## src/rtl/inst_buffer_if.sv

```systemverilog
// Fetch/decode handshake bundle for the instruction packet buffer.
// The master side is whoever drives fetch packets and decode readiness;
// the slave side is the buffer itself.
interface inst_buffer_if #(
    parameter int DEPTH         = 4,
    parameter int CPU_ADDR_BITS = 32,
    parameter int CPU_INST_BITS = 32
);
    logic                         flush;
    logic                         fetch_val;
    logic                         fetch_rdy;
    logic [CPU_ADDR_BITS-1:0]     fetch_pc0;
    logic [CPU_ADDR_BITS-1:0]     fetch_pc1;
    logic [CPU_INST_BITS-1:0]     fetch_inst0;
    logic [CPU_INST_BITS-1:0]     fetch_inst1;
    logic                         decode_rdy;
    logic                         inst_val;
    logic [CPU_ADDR_BITS-1:0]     inst0_pc;
    logic [CPU_ADDR_BITS-1:0]     inst1_pc;
    logic [CPU_INST_BITS-1:0]     inst0;
    logic [CPU_INST_BITS-1:0]     inst1;
    logic [$clog2(DEPTH+1)-1:0]   count;

    modport master (
        output flush, fetch_val, fetch_pc0, fetch_pc1, fetch_inst0, fetch_inst1,
               decode_rdy,
        input  fetch_rdy, inst_val, inst0_pc, inst1_pc, inst0, inst1, count
    );

    modport slave (
        input  flush, fetch_val, fetch_pc0, fetch_pc1, fetch_inst0, fetch_inst1,
               decode_rdy,
        output fetch_rdy, inst_val, inst0_pc, inst1_pc, inst0, inst1, count
    );
endinterface

```

## src/rtl/inst_buffer.sv

```systemverilog
// Two-wide instruction packet FIFO sitting between fetch and decode.
// Each entry holds a whole packet (two PCs, two instructions) so the two
// slots always travel together. No bypass: a pushed packet becomes visible
// one cycle later. Flush and reset both discard everything.
module inst_buffer #(
    parameter int DEPTH         = 4,
    parameter int CPU_ADDR_BITS = 32,
    parameter int CPU_INST_BITS = 32
) (
    input logic        clk,
    input logic        rst,
    inst_buffer_if.slave bus
);
    localparam int PTR_W = $clog2(DEPTH);
    localparam int CNT_W = $clog2(DEPTH + 1);
    localparam logic [CNT_W-1:0] FULL_CNT = CNT_W'(DEPTH);

    logic [CPU_ADDR_BITS-1:0] mem_pc0   [DEPTH];
    logic [CPU_ADDR_BITS-1:0] mem_pc1   [DEPTH];
    logic [CPU_INST_BITS-1:0] mem_inst0 [DEPTH];
    logic [CPU_INST_BITS-1:0] mem_inst1 [DEPTH];

    logic [PTR_W-1:0] wr_ptr;
    logic [PTR_W-1:0] rd_ptr;
    logic [CNT_W-1:0] count_q;

    logic full;
    logic empty;
    logic push;
    logic pop;

    // Handshake decode; a full buffer refuses fetch even when decode pops this cycle.
    always_comb begin
        full          = (count_q == FULL_CNT);
        empty         = (count_q == '0);
        bus.fetch_rdy = ~rst & ~bus.flush & ~full;
        bus.inst_val  = ~empty;
        push          = bus.fetch_val & bus.fetch_rdy;
        pop           = bus.inst_val & bus.decode_rdy;
    end

    // Pointer and occupancy bookkeeping; reset and flush both clear it all.
    always_ff @(posedge clk) begin
        if (rst || bus.flush) begin
            wr_ptr  <= '0;
            rd_ptr  <= '0;
            count_q <= '0;
        end else begin
            if (push) begin
                wr_ptr <= wr_ptr + PTR_W'(1);
            end
            if (pop) begin
                rd_ptr <= rd_ptr + PTR_W'(1);
            end
            case ({push, pop})
                2'b10:   count_q <= count_q + CNT_W'(1);
                2'b01:   count_q <= count_q - CNT_W'(1);
                default: count_q <= count_q;
            endcase
        end
    end

    // Packet payload storage; not reset, since validity comes from the count.
    always_ff @(posedge clk) begin
        if (push) begin
            mem_pc0[wr_ptr]   <= bus.fetch_pc0;
            mem_pc1[wr_ptr]   <= bus.fetch_pc1;
            mem_inst0[wr_ptr] <= bus.fetch_inst0;
            mem_inst1[wr_ptr] <= bus.fetch_inst1;
        end
    end

    // Head packet presented to decode, forced to zero while nothing is held.
    always_comb begin
        bus.count    = count_q;
        bus.inst0_pc = '0;
        bus.inst1_pc = '0;
        bus.inst0    = '0;
        bus.inst1    = '0;
        if (!empty) begin
            bus.inst0_pc = mem_pc0[rd_ptr];
            bus.inst1_pc = mem_pc1[rd_ptr];
            bus.inst0    = mem_inst0[rd_ptr];
            bus.inst1    = mem_inst1[rd_ptr];
        end
    end
endmodule

```

## src/flat_wrapper.sv

```systemverilog
// flat-port wrapper written by rule: the top's interface ports become plain ports
module inst_buffer_flat 
#(
    parameter int DEPTH         = 4,
    parameter int CPU_ADDR_BITS = 32,
    parameter int CPU_INST_BITS = 32
)
  (clk, rst, bus_flush, bus_fetch_val, bus_fetch_pc0, bus_fetch_pc1, bus_fetch_inst0, bus_fetch_inst1, bus_decode_rdy, bus_fetch_rdy, bus_inst_val, bus_inst0_pc, bus_inst1_pc, bus_inst0, bus_inst1, bus_count);
  inst_buffer_if #(.DEPTH(DEPTH), .CPU_ADDR_BITS(CPU_ADDR_BITS), .CPU_INST_BITS(CPU_INST_BITS)) bus_i ();
  input logic clk;
  input logic rst;
  input wire logic [$bits(bus_i.flush)-1:0] bus_flush;
  input wire logic [$bits(bus_i.fetch_val)-1:0] bus_fetch_val;
  input wire logic [$bits(bus_i.fetch_pc0)-1:0] bus_fetch_pc0;
  input wire logic [$bits(bus_i.fetch_pc1)-1:0] bus_fetch_pc1;
  input wire logic [$bits(bus_i.fetch_inst0)-1:0] bus_fetch_inst0;
  input wire logic [$bits(bus_i.fetch_inst1)-1:0] bus_fetch_inst1;
  input wire logic [$bits(bus_i.decode_rdy)-1:0] bus_decode_rdy;
  output wire logic [$bits(bus_i.fetch_rdy)-1:0] bus_fetch_rdy;
  output wire logic [$bits(bus_i.inst_val)-1:0] bus_inst_val;
  output wire logic [$bits(bus_i.inst0_pc)-1:0] bus_inst0_pc;
  output wire logic [$bits(bus_i.inst1_pc)-1:0] bus_inst1_pc;
  output wire logic [$bits(bus_i.inst0)-1:0] bus_inst0;
  output wire logic [$bits(bus_i.inst1)-1:0] bus_inst1;
  output wire logic [$bits(bus_i.count)-1:0] bus_count;
  assign bus_i.flush = bus_flush;
  assign bus_i.fetch_val = bus_fetch_val;
  assign bus_i.fetch_pc0 = bus_fetch_pc0;
  assign bus_i.fetch_pc1 = bus_fetch_pc1;
  assign bus_i.fetch_inst0 = bus_fetch_inst0;
  assign bus_i.fetch_inst1 = bus_fetch_inst1;
  assign bus_i.decode_rdy = bus_decode_rdy;
  assign bus_fetch_rdy = bus_i.fetch_rdy;
  assign bus_inst_val = bus_i.inst_val;
  assign bus_inst0_pc = bus_i.inst0_pc;
  assign bus_inst1_pc = bus_i.inst1_pc;
  assign bus_inst0 = bus_i.inst0;
  assign bus_inst1 = bus_i.inst1;
  assign bus_count = bus_i.count;
  inst_buffer #(.DEPTH(DEPTH), .CPU_ADDR_BITS(CPU_ADDR_BITS), .CPU_INST_BITS(CPU_INST_BITS)) u_core (.clk(clk), .rst(rst), .bus(bus_i));
endmodule
```

## config.mk

```make
export PLATFORM = sky130hd
export DESIGN_NAME = inst_buffer_flat
export DESIGN_NICKNAME = d
export VERILOG_FILES = /design/src/rtl/inst_buffer_if.sv /design/src/rtl/inst_buffer.sv /design/src/flat_wrapper.sv
export SDC_FILE = /design/constraint.sdc
export NUM_CORES = 1
export LEC_CHECK = 0
export CORE_UTILIZATION = 35
export CTS_CLUSTER_DIAMETER = 50
export DETAILED_ROUTE_END_ITERATION = 8
export SETUP_SLACK_MARGIN = 0.05
export SYNTH_ARGS = -nofsm -noshare
export SYNTH_HDL_FRONTEND = slang
export SYNTH_SLANG_ARGS = --single-unit
```

## constraint.sdc

```tcl
create_clock -name clk -period 4.3 [get_ports clk]
set_input_delay 0.645 -clock clk [delete_from_list [all_inputs] [get_ports clk]]
set_output_delay 0.645 -clock clk [all_outputs]
set_load 0.01 [all_outputs]
```

==> flow_summary_export.csv <==
group,metric,value,unit
status,status,"finished, final reports clean",
yosys,yosysWarningCount,0,
hold_path,hp-class,"reg2reg",
critical_path,reg2reg_to,"u_core.bus.count[2]",
global_routing,grt.total_usage,14.5,%
cts,number_of_buffers_inserted_by_hold_repair_at_cts,0,
sta,tightest_slew,0.767,ns
floorplan,num_rows,87,
global_routing,first_global_vias,9882,
cts,ctsLongestPathBuffers,3,
place,buffer_ports.inserted,265,
cells_and_area,utilization,45.2,%
critical_path,critPathKind,"reg2out",
critical_path,endpoint_kind,"output port",
sta,setup_viol,0,
critical_path,path_max_fanout,23,
sta,clock-skew-final,0.0145,ns
cells_and_area,final_cells,1965,
floorplan,fp.dieArea,57800,um2
hold_path,timing.hold.worst_path_depth,1,
place,dpl_cell_area,23500,um2
place,place.detailed.hpwl,25600,um
floorplan,initial_utilization,35.4,%
cts,clkLatencyLatePin,0.60,ns
cells_and_area,numnets_final,1304,
critical_path,timing.reg2reg.setup_slack,1.77,ns
sta,finalWorstPathRequiredPeriod,3.59,ns
sta,grt_setup_unrepaired,"no",
floorplan,pin_count,266,
yosys,yosysUniqueCellTypes,25,
global_routing,grt_pass1_wl,61600,um
yosys,mappedNetlistArea,19900,um2
cts,cts_resized,0,
hold_path,hold_end,"u_core.wr_ptr[0]",
critical_path,critPathBufInv,2,
floorplan,design.core.area,56300,um2
cts,path_clk_slew,0.07,ns
routing,average_vias_per_placed_instance,4.81,
routing,drt_pre_antenna_iters,4,
critical_path,reg2reg_from,"u_core.bus.count[2]",
routing,wl_per_cell,21.4,um
sta,timing.final.hold_violations,0,
cts,numCtsBuffers,54,
yosys,synth_nets,1003,
job,max_cap_viol_count,0,
place,gpl.final_weighted_congestion,0.706,
routing,ant_nets,0,
power,vdd.ir_drop.worst,0.327,mV
power,power_density,434,nW/um2
cts,clock_sinks,521,
floorplan,floorplan.die.height,241,um
sta,tns,0,ns
sta,timing.slew.headroom,48.7,%
global_routing,grt_overflow,0,
sta,drv_slew,0,
critical_path,cp_cell_sequence,"buf_4 > mux4_2 > and2_1 > clkdlybuf4s50_1",
global_routing,grt_antenna_before_repair,5,
hold_path,hold_path_startpoint,"u_core.wr_ptr[0]",
sta,layout_worst_path_cycle_share,83.5,%
yosys,synthesis.instances,864,
critical_path,crit_path_max_incr_delay,0.70,ns
cts,cts_tree,"done",
cts,post_cts_buffers,0,
critical_path,cp.required,3.65,ns
sta,final.setup.worst_slack,0.710,ns
global_routing,grt_start_max_net_pins,63,
floorplan,fp.dieW,241,um
routing,drt_iter0_markers,530,
sta,hold-worst-slack,0.520,ns
critical_path,worst_ep_arrival_time,2.95,ns
cts,cts-root-buf,"clkbuf_16",
power,report.power.total,11.1,mW
yosys,synth_seq_area_share,78.1,%
critical_path,cp-start-kind,"flop",
place,dp_cells,1865,
critical_path,ff2ff_path_depth,9,
critical_path,timing.critical_path.slowest_stage_cell,"dfxtp_4",
cells_and_area,area.growth.synth_to_final,27.9,%
routing,vias,9454,
place,dpl_worst_slack,1.06,ns
routing,route.detailed.drc,0,
sta,max_clock_freq,279,MHz
routing,finalWirelength,42000,um
cells_and_area,final_design_area_no_fill,25500,um2
cells_and_area,post_route_cells_drive_above_1_share,20.1,%
yosys,avgSynthCellArea,23.0,um2
power,total_leakage_power,7.91,nW
yosys,synth.ff_latch_count,521,
critical_path,crit_family,"buffers and inverters",
cts,htree_levels,2,
==> cells by family (layout without fill, tap and decap cells) <==
group           Yosys count  count (layout)  synth area share (%)
fa+ha+maj                 6               6                 0.415
buf+inv                  50             394                  1.99
xor+xnor                  4               4                 0.176
simple gates            148             148                  4.56
other cells               0               1                     0
mux                     129             129                  14.5
flops                   521             521                  78.1
compound gates            6               6                 0.195
==> placed cells by master, fill, tap and decap left out, types with 2 or more instances in the layout <==
cell type and instances:
buf_4 9, clkbuf_16 54, xor2_1 4, nor2_1 7, buf_12 14, clkbuf_1 5, inv_8 3, mux4_2 128
a21oi_1 2, clkdlybuf4s50_1 265, o31ai_1 2, inv_1 7, dfxtp_4 2, dfxtp_1 7, clkinv_2 4, clkinv_1 10
clkinvlp_4 3, inv_6 4, and2_1 130, ha_1 5, bufinv_16 12, edfxtp_1 512, and3_4 4, clkinv_8 2
==> area by class of cell <==
| type | instances | area [um2] |
|---|---|---|
| Inverter | 7 | 26.3 |
| Multi-Input combinational cell | 293 | 3980 |
| Sequential cell | 521 | 15600 |
| Clock inverter | 39 | 551 |
| Tap cell | 756 | 946 |
| Fill cell | 4814 | 30800 |
| Antenna cell | 1 | 2.50 |
| Timing Repair Buffer | 288 | 3000 |
| Clock buffer | 60 | 1380 |
==> how the worst max path moves through the flow <==
stage	start	to	slack, ns	cells after the start
floorplan	bus_flush	u_core.mem_inst0[0][0]	1.19	2
global placement	bus_flush	u_core.mem_inst0[0][9]	1.06	4
detailed placement	bus_flush	u_core.mem_inst0[0][10]	1.06	4
CTS	u_core.bus.count[0]	bus_inst1_pc[7]	0.59	4
global route	flop	bus_inst0_pc[26]	0.50	4
finish	flop	bus_inst0_pc[26]	0.71	4
==> cell usage after synthesis <==
cell / number / area, um2
a21oi_1: 2 / 10.0
and2_1: 130 / 813
and3_1: 4 / 25.0
buf_12: 10 / 200
buf_2: 13 / 65.1
buf_6: 4 / 45.0
clkbuf_1: 16 / 60.1
dfxtp_1: 9 / 180
edfxtp_1: 512 / 15400
fa_1: 1 / 20.0
ha_1: 5 / 62.6
inv_1: 7 / 26.3
mux2i_1: 1 / 10.0
mux4_2: 128 / 2880
nand2_1: 1 / 3.75
nand3_1: 1 / 5.00
nor2_1: 7 / 26.3
nor3b_1: 1 / 7.51
o21ai_0: 1 / 5.00
o311ai_0: 1 / 8.76
o31ai_1: 2 / 15.0
or2_2: 1 / 6.26
or3_1: 2 / 12.5
or3b_1: 1 / 8.76
xor2_1: 4 / 35.0
==> per-layer routing <==
metal | up-vias | global-route usage, % | share of wire, %
li1 | 4140 | - | -
met3 | 58 | 3.35 | 6.5
met1 | 4948 | 20.6 | 45
met5 | - | 0 | 0.14
met2 | 300 | 22.3 | 47
met4 | 8 | 4.17 | 1.8
==> flip-flops by register name (all words and copies together) (netlist names), named ones only <==
signal and count:
u_core.mem_pc0 128, u_core.wr_ptr 2, u_core.rd_ptr 2, u_core.mem_pc1 128
u_core.mem_inst0 128, u_core.bus.count 3, u_core.mem_inst1 128
==> where the power goes <==
group          internal [mW]  leakage (nW)  switching (mW)  total (mW)
combinational          0.215          2.27           0.176       0.391
clock                   3.06         0.934            1.95        5.01
sequential              5.63          4.70          0.0133        5.65
Power figures use the tool's default switching activity.
